$ cat src/rtl/ps2_pkg.sv
// Shared constants and state encodings for the PS/2 keyboard receiver.
//   Scan codes, prefix bytes, ignore codes, frame/decoder state types.
package ps2_pkg;

  // Game-relevant make codes
  localparam logic [7:0] S_KEY   = 8'h1B;
  localparam logic [7:0] P_KEY   = 8'h4D;
  localparam logic [7:0] R_KEY   = 8'h2D;
  localparam logic [7:0] ESC_KEY = 8'h76;
  localparam logic [7:0] UP      = 8'h75;
  localparam logic [7:0] DOWN    = 8'h72;
  localparam logic [7:0] LEFT    = 8'h6B;
  localparam logic [7:0] RIGHT   = 8'h74;

  // Sequence prefixes
  localparam logic [7:0] PFX_EXT   = 8'hE0;
  localparam logic [7:0] PFX_BRK   = 8'hF0;
  localparam logic [7:0] PFX_PAUSE = 8'hE1;

  // Keyboard status/ack bytes that carry no key information
  localparam logic [7:0] IGN_BAT  = 8'hAA;
  localparam logic [7:0] IGN_ACK  = 8'hFA;
  localparam logic [7:0] IGN_ECHO = 8'hEE;
  localparam logic [7:0] IGN_RSND = 8'hFE;

  // Pause sends E1 followed by seven more bytes
  localparam logic [2:0] PAUSE_SKIP_LEN = 3'd7;

  typedef enum logic [1:0] {
    FR_IDLE,
    FR_DATA,
    FR_PARITY,
    FR_STOP
  } frame_state_t;

  typedef enum logic [2:0] {
    DEC_BASE,
    DEC_EXT,
    DEC_BRK,
    DEC_EXT_BRK,
    DEC_SKIP
  } dec_state_t;

  function automatic logic is_ignore_code(input logic [7:0] b);
    return (b == IGN_BAT) || (b == IGN_ACK) || (b == IGN_ECHO) || (b == IGN_RSND);
  endfunction

endpackage

$ cat src/rtl/ps2_frame_rx.sv
// PS/2 frame receiver: synchroniser, clock glitch filter, 11-bit frame FSM
// and inter-bit timeout.
//   clk, rst_n   : system clock, async active-low reset
//   ps2_clk      : raw keyboard clock (asynchronous)
//   ps2_data     : raw keyboard data (asynchronous)
//   data_byte    : last received data byte (valid when byte_valid is high)
//   byte_valid   : one-cycle pulse, frame had odd parity and stop bit 1
//   frame_error  : one-cycle pulse on parity, stop-bit or timeout failure
module ps2_frame_rx
  import ps2_pkg::*;
#(
  parameter int unsigned FILTER_LEN     = 8,
  parameter int unsigned TIMEOUT_CYCLES = 200000,
  parameter int unsigned SYNC_STAGES    = 2
) (
  input  logic       clk,
  input  logic       rst_n,
  input  logic       ps2_clk,
  input  logic       ps2_data,
  output logic [7:0] data_byte,
  output logic       byte_valid,
  output logic       frame_error
);

  localparam int unsigned FW = $clog2(FILTER_LEN + 1);
  localparam int unsigned TW = $clog2(TIMEOUT_CYCLES + 1);

  logic [SYNC_STAGES-1:0] clk_sync;
  logic [SYNC_STAGES-1:0] data_sync;
  logic                   clk_s;
  logic                   data_s;
  logic                   clk_filt;
  logic                   clk_filt_d;
  logic [FW-1:0]          filt_cnt;
  logic                   sample;
  frame_state_t           state;
  logic [2:0]             bit_cnt;
  logic                   parity;
  logic [TW-1:0]          to_cnt;

  assign clk_s  = clk_sync[SYNC_STAGES-1];
  assign data_s = data_sync[SYNC_STAGES-1];
  // Falling edge of the filtered clock marks a bit sample
  assign sample = clk_filt_d & ~clk_filt;

  // Synchroniser chains; idle bus level is high
  always_ff @(posedge clk or negedge rst_n) begin
    if (!rst_n) begin
      clk_sync  <= '1;
      data_sync <= '1;
    end else begin
      clk_sync  <= (clk_sync << 1) | SYNC_STAGES'(ps2_clk);
      data_sync <= (data_sync << 1) | SYNC_STAGES'(ps2_data);
    end
  end

  // Filter: accept a new clock level only after FILTER_LEN consecutive samples of it
  always_ff @(posedge clk or negedge rst_n) begin
    if (!rst_n) begin
      clk_filt   <= 1'b1;
      clk_filt_d <= 1'b1;
      filt_cnt   <= '0;
    end else begin
      clk_filt_d <= clk_filt;
      if (clk_s == clk_filt) begin
        filt_cnt <= '0;
      end else if (filt_cnt == FW'(FILTER_LEN - 1)) begin
        clk_filt <= clk_s;
        filt_cnt <= '0;
      end else begin
        filt_cnt <= filt_cnt + FW'(1);
      end
    end
  end

  // Frame FSM with timeout abort
  always_ff @(posedge clk or negedge rst_n) begin
    if (!rst_n) begin
      state       <= FR_IDLE;
      bit_cnt     <= '0;
      data_byte   <= '0;
      parity      <= 1'b0;
      to_cnt      <= '0;
      byte_valid  <= 1'b0;
      frame_error <= 1'b0;
    end else begin
      byte_valid  <= 1'b0;
      frame_error <= 1'b0;
      if (state != FR_IDLE && !sample && to_cnt == TW'(TIMEOUT_CYCLES - 1)) begin
        state       <= FR_IDLE;
        bit_cnt     <= '0;
        to_cnt      <= '0;
        frame_error <= 1'b1;
      end else begin
        if (state == FR_IDLE || sample) to_cnt <= '0;
        else                            to_cnt <= to_cnt + TW'(1);
        if (sample) begin
          case (state)
            FR_IDLE: begin
              if (!data_s) begin
                state   <= FR_DATA;
                bit_cnt <= '0;
              end
            end
            FR_DATA: begin
              data_byte <= {data_s, data_byte[7:1]};
              bit_cnt   <= bit_cnt + 3'd1;
              if (bit_cnt == 3'd7) state <= FR_PARITY;
            end
            FR_PARITY: begin
              parity <= data_s;
              state  <= FR_STOP;
            end
            FR_STOP: begin
              // Odd parity over data+parity, and a high stop bit
              if ((^{data_byte, parity}) && data_s) byte_valid  <= 1'b1;
              else                                  frame_error <= 1'b1;
              state <= FR_IDLE;
            end
            default: state <= FR_IDLE;
          endcase
        end
      end
    end
  end

endmodule

$ cat src/rtl/ps2_key_receiver.sv
// PS/2 keyboard receiver: frame reception plus make/break/extended decoding
// into a held keycode for the snake-game master controller.
//   clk100MHz    : system clock
//   rst_n        : async active-low reset
//   ps2Clk/Data  : raw keyboard lines
//   keycode      : last make code, cleared by its own break; 00 = no key
//   extended     : keycode came from an E0-prefixed sequence
//   newKeyStrobe : one-cycle pulse on every make (including typematic repeats)
//   frameError   : one-cycle pulse on a bad or timed-out frame
module ps2_key_receiver
  import ps2_pkg::*;
#(
  parameter int unsigned FILTER_LEN     = 8,
  parameter int unsigned TIMEOUT_CYCLES = 200000,
  parameter int unsigned SYNC_STAGES    = 2
) (
  input  logic       clk100MHz,
  input  logic       rst_n,
  input  logic       ps2Clk,
  input  logic       ps2Data,
  output logic [7:0] keycode,
  output logic       extended,
  output logic       newKeyStrobe,
  output logic       frameError
);

  logic [7:0] rx_byte;
  logic       rx_valid;
  dec_state_t dec_state;
  logic [2:0] skip_cnt;

  ps2_frame_rx #(
    .FILTER_LEN    (FILTER_LEN),
    .TIMEOUT_CYCLES(TIMEOUT_CYCLES),
    .SYNC_STAGES   (SYNC_STAGES)
  ) u_frame_rx (
    .clk        (clk100MHz),
    .rst_n      (rst_n),
    .ps2_clk    (ps2Clk),
    .ps2_data   (ps2Data),
    .data_byte  (rx_byte),
    .byte_valid (rx_valid),
    .frame_error(frameError)
  );

  // Scan-code sequence decoder
  always_ff @(posedge clk100MHz or negedge rst_n) begin
    if (!rst_n) begin
      dec_state    <= DEC_BASE;
      skip_cnt     <= '0;
      keycode      <= 8'h00;
      extended     <= 1'b0;
      newKeyStrobe <= 1'b0;
    end else begin
      newKeyStrobe <= 1'b0;
      if (rx_valid) begin
        case (dec_state)
          DEC_BASE: begin
            if (rx_byte == PFX_EXT) begin
              dec_state <= DEC_EXT;
            end else if (rx_byte == PFX_BRK) begin
              dec_state <= DEC_BRK;
            end else if (rx_byte == PFX_PAUSE) begin
              dec_state <= DEC_SKIP;
              skip_cnt  <= PAUSE_SKIP_LEN;
            end else if (!is_ignore_code(rx_byte)) begin
              keycode      <= rx_byte;
              extended     <= 1'b0;
              newKeyStrobe <= 1'b1;
            end
          end
          DEC_EXT: begin
            if (rx_byte == PFX_BRK) begin
              dec_state <= DEC_EXT_BRK;
            end else begin
              keycode      <= rx_byte;
              extended     <= 1'b1;
              newKeyStrobe <= 1'b1;
              dec_state    <= DEC_BASE;
            end
          end
          // A break only releases the key if it names the held key exactly
          DEC_BRK: begin
            if (rx_byte == keycode && !extended) begin
              keycode  <= 8'h00;
              extended <= 1'b0;
            end
            dec_state <= DEC_BASE;
          end
          DEC_EXT_BRK: begin
            if (rx_byte == keycode && extended) begin
              keycode  <= 8'h00;
              extended <= 1'b0;
            end
            dec_state <= DEC_BASE;
          end
          DEC_SKIP: begin
            skip_cnt <= skip_cnt - 3'd1;
            if (skip_cnt == 3'd1) dec_state <= DEC_BASE;
          end
          default: dec_state <= DEC_BASE;
        endcase
      end
    end
  end

endmodule

$ cat config.mk
export PLATFORM = sky130hd
export DESIGN_NAME = ps2_key_receiver
export DESIGN_NICKNAME = d
export VERILOG_FILES = /design/src/rtl/ps2_pkg.sv /design/src/rtl/ps2_frame_rx.sv /design/src/rtl/ps2_key_receiver.sv
export SDC_FILE = /design/constraint.sdc
export NUM_CORES = 1
export LEC_CHECK = 0
export CAP_MARGIN = 20
export CORE_MARGIN = 4
export CORE_UTILIZATION = 55
export CTS_BUF_LIST = sky130_fd_sc_hd__clkbuf_8
export DETAILED_ROUTE_END_ITERATION = 8
export GPL_TIMING_DRIVEN = 1
export MAX_ROUTING_LAYER = met4
export PLACE_DENSITY_LB_ADDON = 0.25
export SLEW_MARGIN = 0
export SYNTH_ARGS = -nofsm -noshare
export SYNTH_HDL_FRONTEND = slang
export SYNTH_SLANG_ARGS = --single-unit
export TNS_END_PERCENT = 30
$ cat constraint.sdc
create_clock -name clk100MHz -period 2.1 [get_ports clk100MHz]
set_clock_uncertainty 0.05 [all_clocks]
set_input_delay 0.21 -clock clk100MHz [delete_from_list [all_inputs] [get_ports clk100MHz]]
set_output_delay 0.21 -clock clk100MHz [all_outputs]
set_load 0.005 [all_outputs]
-- Word level (Yosys, flattened, before mapping)
Cells that the tools add are included.
- add/sub/neg operators: 4
- equality and inequality tests: 32
- muxes and demuxes: 54
- bitwise gates (word level): 6
- reduce and logical (&&, ||, !) cells: 27
- operators with widths (operator ; count):
    equality test 8 bit (second input constant) ; 7
    2-to-1 mux 8 bit ; 7
    2-to-1 mux 18 bit ; 2
    case mux 8 bit (4 select lines) ; 1
    2-to-1 mux 3 bit ; 10
    2-to-1 mux 1 bit ; 21
    adder 18 x 1 -> 18 bit (second input constant) ; 1
    equality test 18 bit (second input constant) ; 1
    != test 2 bit (second input constant) ; 9
    AND reduction 3 bit ; 5
    case mux 3 bit (2 select lines) ; 2
    2-to-1 mux 2 bit ; 5
    case mux 3 bit (3 select lines) ; 1
    AND reduction 9 bit ; 1
    XOR reduction 9 bit ; 1
    equality test 8 bit ; 1
    2-to-1 mux 4 bit ; 2
    case mux 2 bit (4 select lines) ; 1
    equality test 3 x 1 -> 1 bit (second input constant) ; 2
    equality test 3 x 2 -> 1 bit (second input constant) ; 2
    equality test 3 bit (second input constant) ; 2
    nonzero test 2 bit ; 3
    logical AND 1 bit ; 5
    AND reduction 5 bit ; 1
    22 further kinds ; 30
- register bits after elaboration: 60
- bits of input ports: 4
- output and inout port bits: 11
- logic and storage cells: 140

-- Depth between registers and ports, before layout
- word-level depth: 10
- mapped depth: 7
- depth with buffers taken out: 6

-- Modules after synthesis
Synthesis repeated with hierarchy kept, for this count alone.
- cell total of the unflattened synthesis: 295
- area, all modules: 3224.3 um^2
- modules (own cells, without submodules) (module ; times used ; cells an instance ; area each (um^2) ; seq. area each (um^2)):
    ps2_frame_rx ; 1 ; 180 ; 2130.8 ; 1108.6
    ps2_key_receiver ; 1 ; 115 ; 1093.5 ; 400.4

-- Least setup slack after synthesis
OpenSTA, ideal clock, no wires.
- path type: flip-flop to flip-flop
- from: reg u_frame_rx.data_byte[3]
- to: reg dec_state[1]
- setup time: 0.128 ns
- arrival: 1.800 ns
- required time: 1.922 ns
- slack: 0.122 ns
- cell stages (with the launch flop): 7
- path buffers: 1
- clock period less this slack: 1.978 ns
- cell sequence: dfrtp_1 buf_6 or4b_4 nor2_1 o21ai_1 a21oi_1 mux2_1
- cells in the longest elaborated chain, start to end: 4
- elaborated cells between the ends (all ways): 9
- classes of those cells: eq/ne: 4; mux: 4; reduce/logical: 1
- ends and longest elaborated chain (item ; RTL line ; text):
    from (decl) ; ps2_frame_rx.sv:20 ; output logic [7:0] data_byte,
    from (signal assigned) ; ps2_frame_rx.sv:106 ; data_byte <= {data_s, data_byte[7:1]};
    equality test 8 bit ; ps2_key_receiver.sv:61, ps2_key_receiver.sv:73 ;
    2-to-1 mux 3 bit ; ps2_key_receiver.sv:61 ; end else if (rx_byte == PFX_BRK) begin
    2-to-1 mux 3 bit ; ps2_key_receiver.sv:59 ; if (rx_byte == PFX_EXT) begin
    case mux 3 bit (3 select lines) ; ps2_key_receiver.sv:57 ; case (dec_state)
    to (signal assigned) ; ps2_key_receiver.sv:60 ; dec_state <= DEC_EXT;
    to (signal assigned) ; ps2_key_receiver.sv:62 ; dec_state <= DEC_BRK;
    to (signal assigned) ; ps2_key_receiver.sv:74 ; dec_state <= DEC_EXT_BRK;
    to (decl) ; ps2_key_receiver.sv:29 ; dec_state_t dec_state;
Parallel ways exist; a longest one is shown, timed or not.
A chain may end at the register's enable or synchronous reset.

-- Worst setup path in the final report
- from: reg u_frame_rx.data_byte[6]
- to: reg keycode[6]
- cells in the longest elaborated chain, start to end: 6
- elaborated cells between the ends (all ways): 27
- classes of those cells: eq/ne: 15; mux: 6; reduce/logical: 6
- ends and longest elaborated chain (item ; RTL line ; text):
    equality test 8 bit ; ps2_pkg.sv:45 ; return (b == IGN_BAT) || (b == IGN_ACK) || (b == IGN_ECHO) || (b == IGN_RSND);
    logical OR 1 bit (3 in series) ; ps2_pkg.sv:45 ;
    != test 2 bit (no source line) ; -- ;
    AND reduction 9 bit (no source line) ; -- ;
    to (signal assigned) ; ps2_key_receiver.sv:67 ; keycode <= rx_byte;
    to (signal assigned) ; ps2_key_receiver.sv:76 ; keycode <= rx_byte;
    to (decl) ; ps2_key_receiver.sv:21 ; output logic [7:0] keycode,
Parallel ways exist; a longest one is shown, timed or not. The select of a mux whose other input is x is not followed.

==> reports/metrics.yaml <==
rsz0062_at_grt: "no"
regToRegSetupSlack_ns: 0.13
async_flop_share_pct: 100.0
synth-seq-cells: 60
p_leak_nw: 1.499
grt_max_degree: 27
cts_setup_buffers: 0
power_frac_comb_pct: 19.0
syn-instance-count: 270
die_area_um2: 6611
grt_usage_pct: 18.49
powerDensity_nw_per_um2: 865.9
cp.arrival_ns: 2.15
worstSetupPathType: "reg -> reg"
gp_congestion: 0.8149
die_w_um: 81.31
layout_common_cells: "dfrtp_1 (54), nor2_1 (30), xnor2_1 (21)"
grt_pass1_vias: 1978
crit_buf_inv: 0
timing.rr.end: "keycode[6]$_DFFE_PN0P_"
synth_largest_area_cell: "dfrtp_1"
min_delay_path_depth: 1
initial_core_util_pct: 57.14
peakVddDrop_mv: 0.7641
grt_remaining_overflow: 0
htree_levels: 3
design_power_total_mw: 2.974
cts_buffer_depth: 2
finalMaxSlewViolations: 0
min_to: "u_frame_rx.data_sync[0]$_DFF_PN1_"
cp_slowest_stage_delay_ns: 0.43
portBuffers: 14
die_y_um: 81.31
routed_via_density: 5.385
final_common_cell: "dfrtp_1"
clk_latency_ns: 0.33
clkTransAtPathRegs_ns: 0.07
yosysUniqueCellTypes: 47
min_period_over_period_pct: 94.04
placed_area_um2: 3206
fin_setup_tns_ns: 0
min_period_ns: 1.975
dp_hpwl_um: 3549
cts_sinks: 60
routed_wl_um: 5136
cp_top_family: "compound AO/OA/AOI/OAI gates"
synth_area_per_cell_um2: 10.95
hp-class: "in -> reg"
grt_pass1_wl_um: 8887
rr_worst_depth: 5
n_antenna_cell: 0
r2r_start: "u_frame_rx.data_byte[6]$_DFFE_PN0P_"
p_int_mw: 2.139
wl_per_cell_um: 13.73
dominantRegCellSynth: "dfrtp_1"
final_layout_size_suffix_gt1_share_pct: 18.09
area_growth_pct: 16.21
io-pin-count: 15
worstPathRequired_ns: 2.27
antenna_found_initial: 0
setup_viol: 0
seq_area_frac_synth_pct: 51.06
finalHoldViolCount: 0
core_um2: 5172
synth_edf_count: 0
cts_root_buf: "clkbuf_8"
cp_max_fo: 9
power_frac_clock_pct: 35.2
rows: 26
drtIter0Drc: 89
crit_chain: "or3_1, a2111oi_4, a21oi_1, o21a_2, a22o_1"
tritoncts: "done"
seqPwrFrac_pct: 45.8
hp-start: "ps2Data"
ys_warn_count: 0
numCtsBuffers: 9
worst_pin_slew_ns: 0.5847
vias: 2014
finalInstanceArea_um2: 3435
p_switching_mw: 0.8347
final_util_pct: 66.40
cp-start-kind: "register"
drt_pass1_iterations: 4
relSlewSlack_pct: 61.02
ant_nets: 0
end_kind: "register"
holdWs_ns: 0.2320
slowest_stage: "or3_1"
synth_top_area_share_pct: 45.72
p_sw_share_pct: 28.07
drc: 0
synth.area.top_cells: "dfrtp_1 (46%), xnor2_1 (6.2%), dfstp_2 (5.3%)"
final_nets: 313
syn_nets: 284
drv_cap: 0
max_freq_mhz: 506.3
syn-cell-area_um2: 2955
outcome: "completed"
[power groups by stage]
stage | sequential, mW | combinational (mW) | clock [mW]
2_1_floorplan | 1.36 | 0.421 | 0
3_3_place_gp | 1.38 | 0.549 | 0
3_5_place_dp | 1.38 | 0.558 | 0
4_1_cts | 1.36 | 0.571 | 1.07
5_1_grt | 1.38 | 0.636 | 1.12
6_report | 1.36 | 0.564 | 1.05
[worst register-to-register path, stage by stage, from the launching register on]
cell and delay [ns]:
dfrtp_1 0.40, or3_1 0.43, a2111oi_4 0.40, a21oi_1 0.08
o21a_2 0.27, a22o_1 0.25
[per-stage QoR]
stage / setup WS (ns) / std cells
after floorplan: 0.1221 / 270
after global placement: 0.1539 / 357
after detailed placement: 0.1206 / 357
after CTS: 0.04916 / 374
after global routing: 0.01479 / 374
final: 0.1251 / 374
[cell type report]
type | count | area (um2)
fill | 381 | 1738
sequential | 60 | 1509
multi-input combinational | 188 | 1348
timing repair buffer | 28 | 242.7
clock buffer | 11 | 151.4
tap | 70 | 87.58
clock inverter | 5 | 51.30
inverter | 12 | 45.04
[timing repair]
| item | in CTS | in global routing |
|---|---|---|
| hold endpoints to repair | 22 | 0 |
| endpoints found under the setup margin | 0 | 9 |
| hold buffers | 1 | 0 |
| resized for setup | 0 | 3 |
[metal layers]
metal	GRT usage, %	wire length (um)	vias to the layer above	share of wire (%)
met5	-	0	-	0
met2	27.36	2448	33	48
met1	23.33	2423	973	47
met3	5.322	180	9	3.5
li1	-	-	999	-
met4	8.784	83	0	1.6
[worst max path at each step]
stage	startpoint	to	slack (ns)	cells after the start
final	u_frame_rx.data_byte[6]$_DFFE_PN0P_	keycode[6]$_DFFE_PN0P_	0.13	5
after global routing	u_frame_rx.to_cnt[0]$_DFF_PN0_	u_frame_rx.bit_cnt[0]$_DFFE_PN0P_	0.01	7
after CTS	u_frame_rx.data_byte[6]$_DFFE_PN0P_	keycode[6]$_DFFE_PN0P_	0.05	5
after detailed placement	u_frame_rx.data_byte[3]$_DFFE_PN0P_	keycode[3]$_DFFE_PN0P_	0.12	5
after global placement	u_frame_rx.data_byte[6]$_DFFE_PN0P_	keycode[6]$_DFFE_PN0P_	0.15	5
after floorplan	u_frame_rx.data_byte[3]$_DFFE_PN0P_	dec_state[1]$_DFFE_PN0P_	0.12	6
[sequential cells by signal, indices dropped and copies added, names as in the netlist, 2 cells and up]
name                  count
dec_state                 3
keycode                   8
skip_cnt                  3
u_frame_rx.bit_cnt        3
u_frame_rx.clk_sync       2
u_frame_rx.data_byte      8
u_frame_rx.data_sync      2
u_frame_rx.filt_cnt       4
u_frame_rx.state          2
u_frame_rx.to_cnt        18
[Yosys cell counts (2+ instances only)]
cell type / n
dfrtp_1: 54
nor2_1: 30
xnor2_1: 21
nand2_1: 17
a22o_1: 12
inv_1: 12
nand3_1: 11
xor2_1: 11
ha_1: 10
mux2_2: 10
a21oi_1: 8
nor3_1: 7
o21ai_0: 7
dfstp_2: 6
buf_6: 4
clkbuf_1: 4
nand4_1: 4
nor2b_1: 4
o21a_1: 4
and3_1: 3
o21ai_1: 3
nor4_1: 2
or3_1: 2
[kinds of logic after synthesis]
| kind of cell | synth area share, % |
|---|---|
| flops | 51.06 |
| fa+ha+maj | 4.234 |
| mux | 4.191 |
| xor+xnor | 10.25 |
| buf+inv | 3.894 |
| simple gates | 15.37 |
| compound gates | 11.01 |
(Power assumes the default switching activity.)
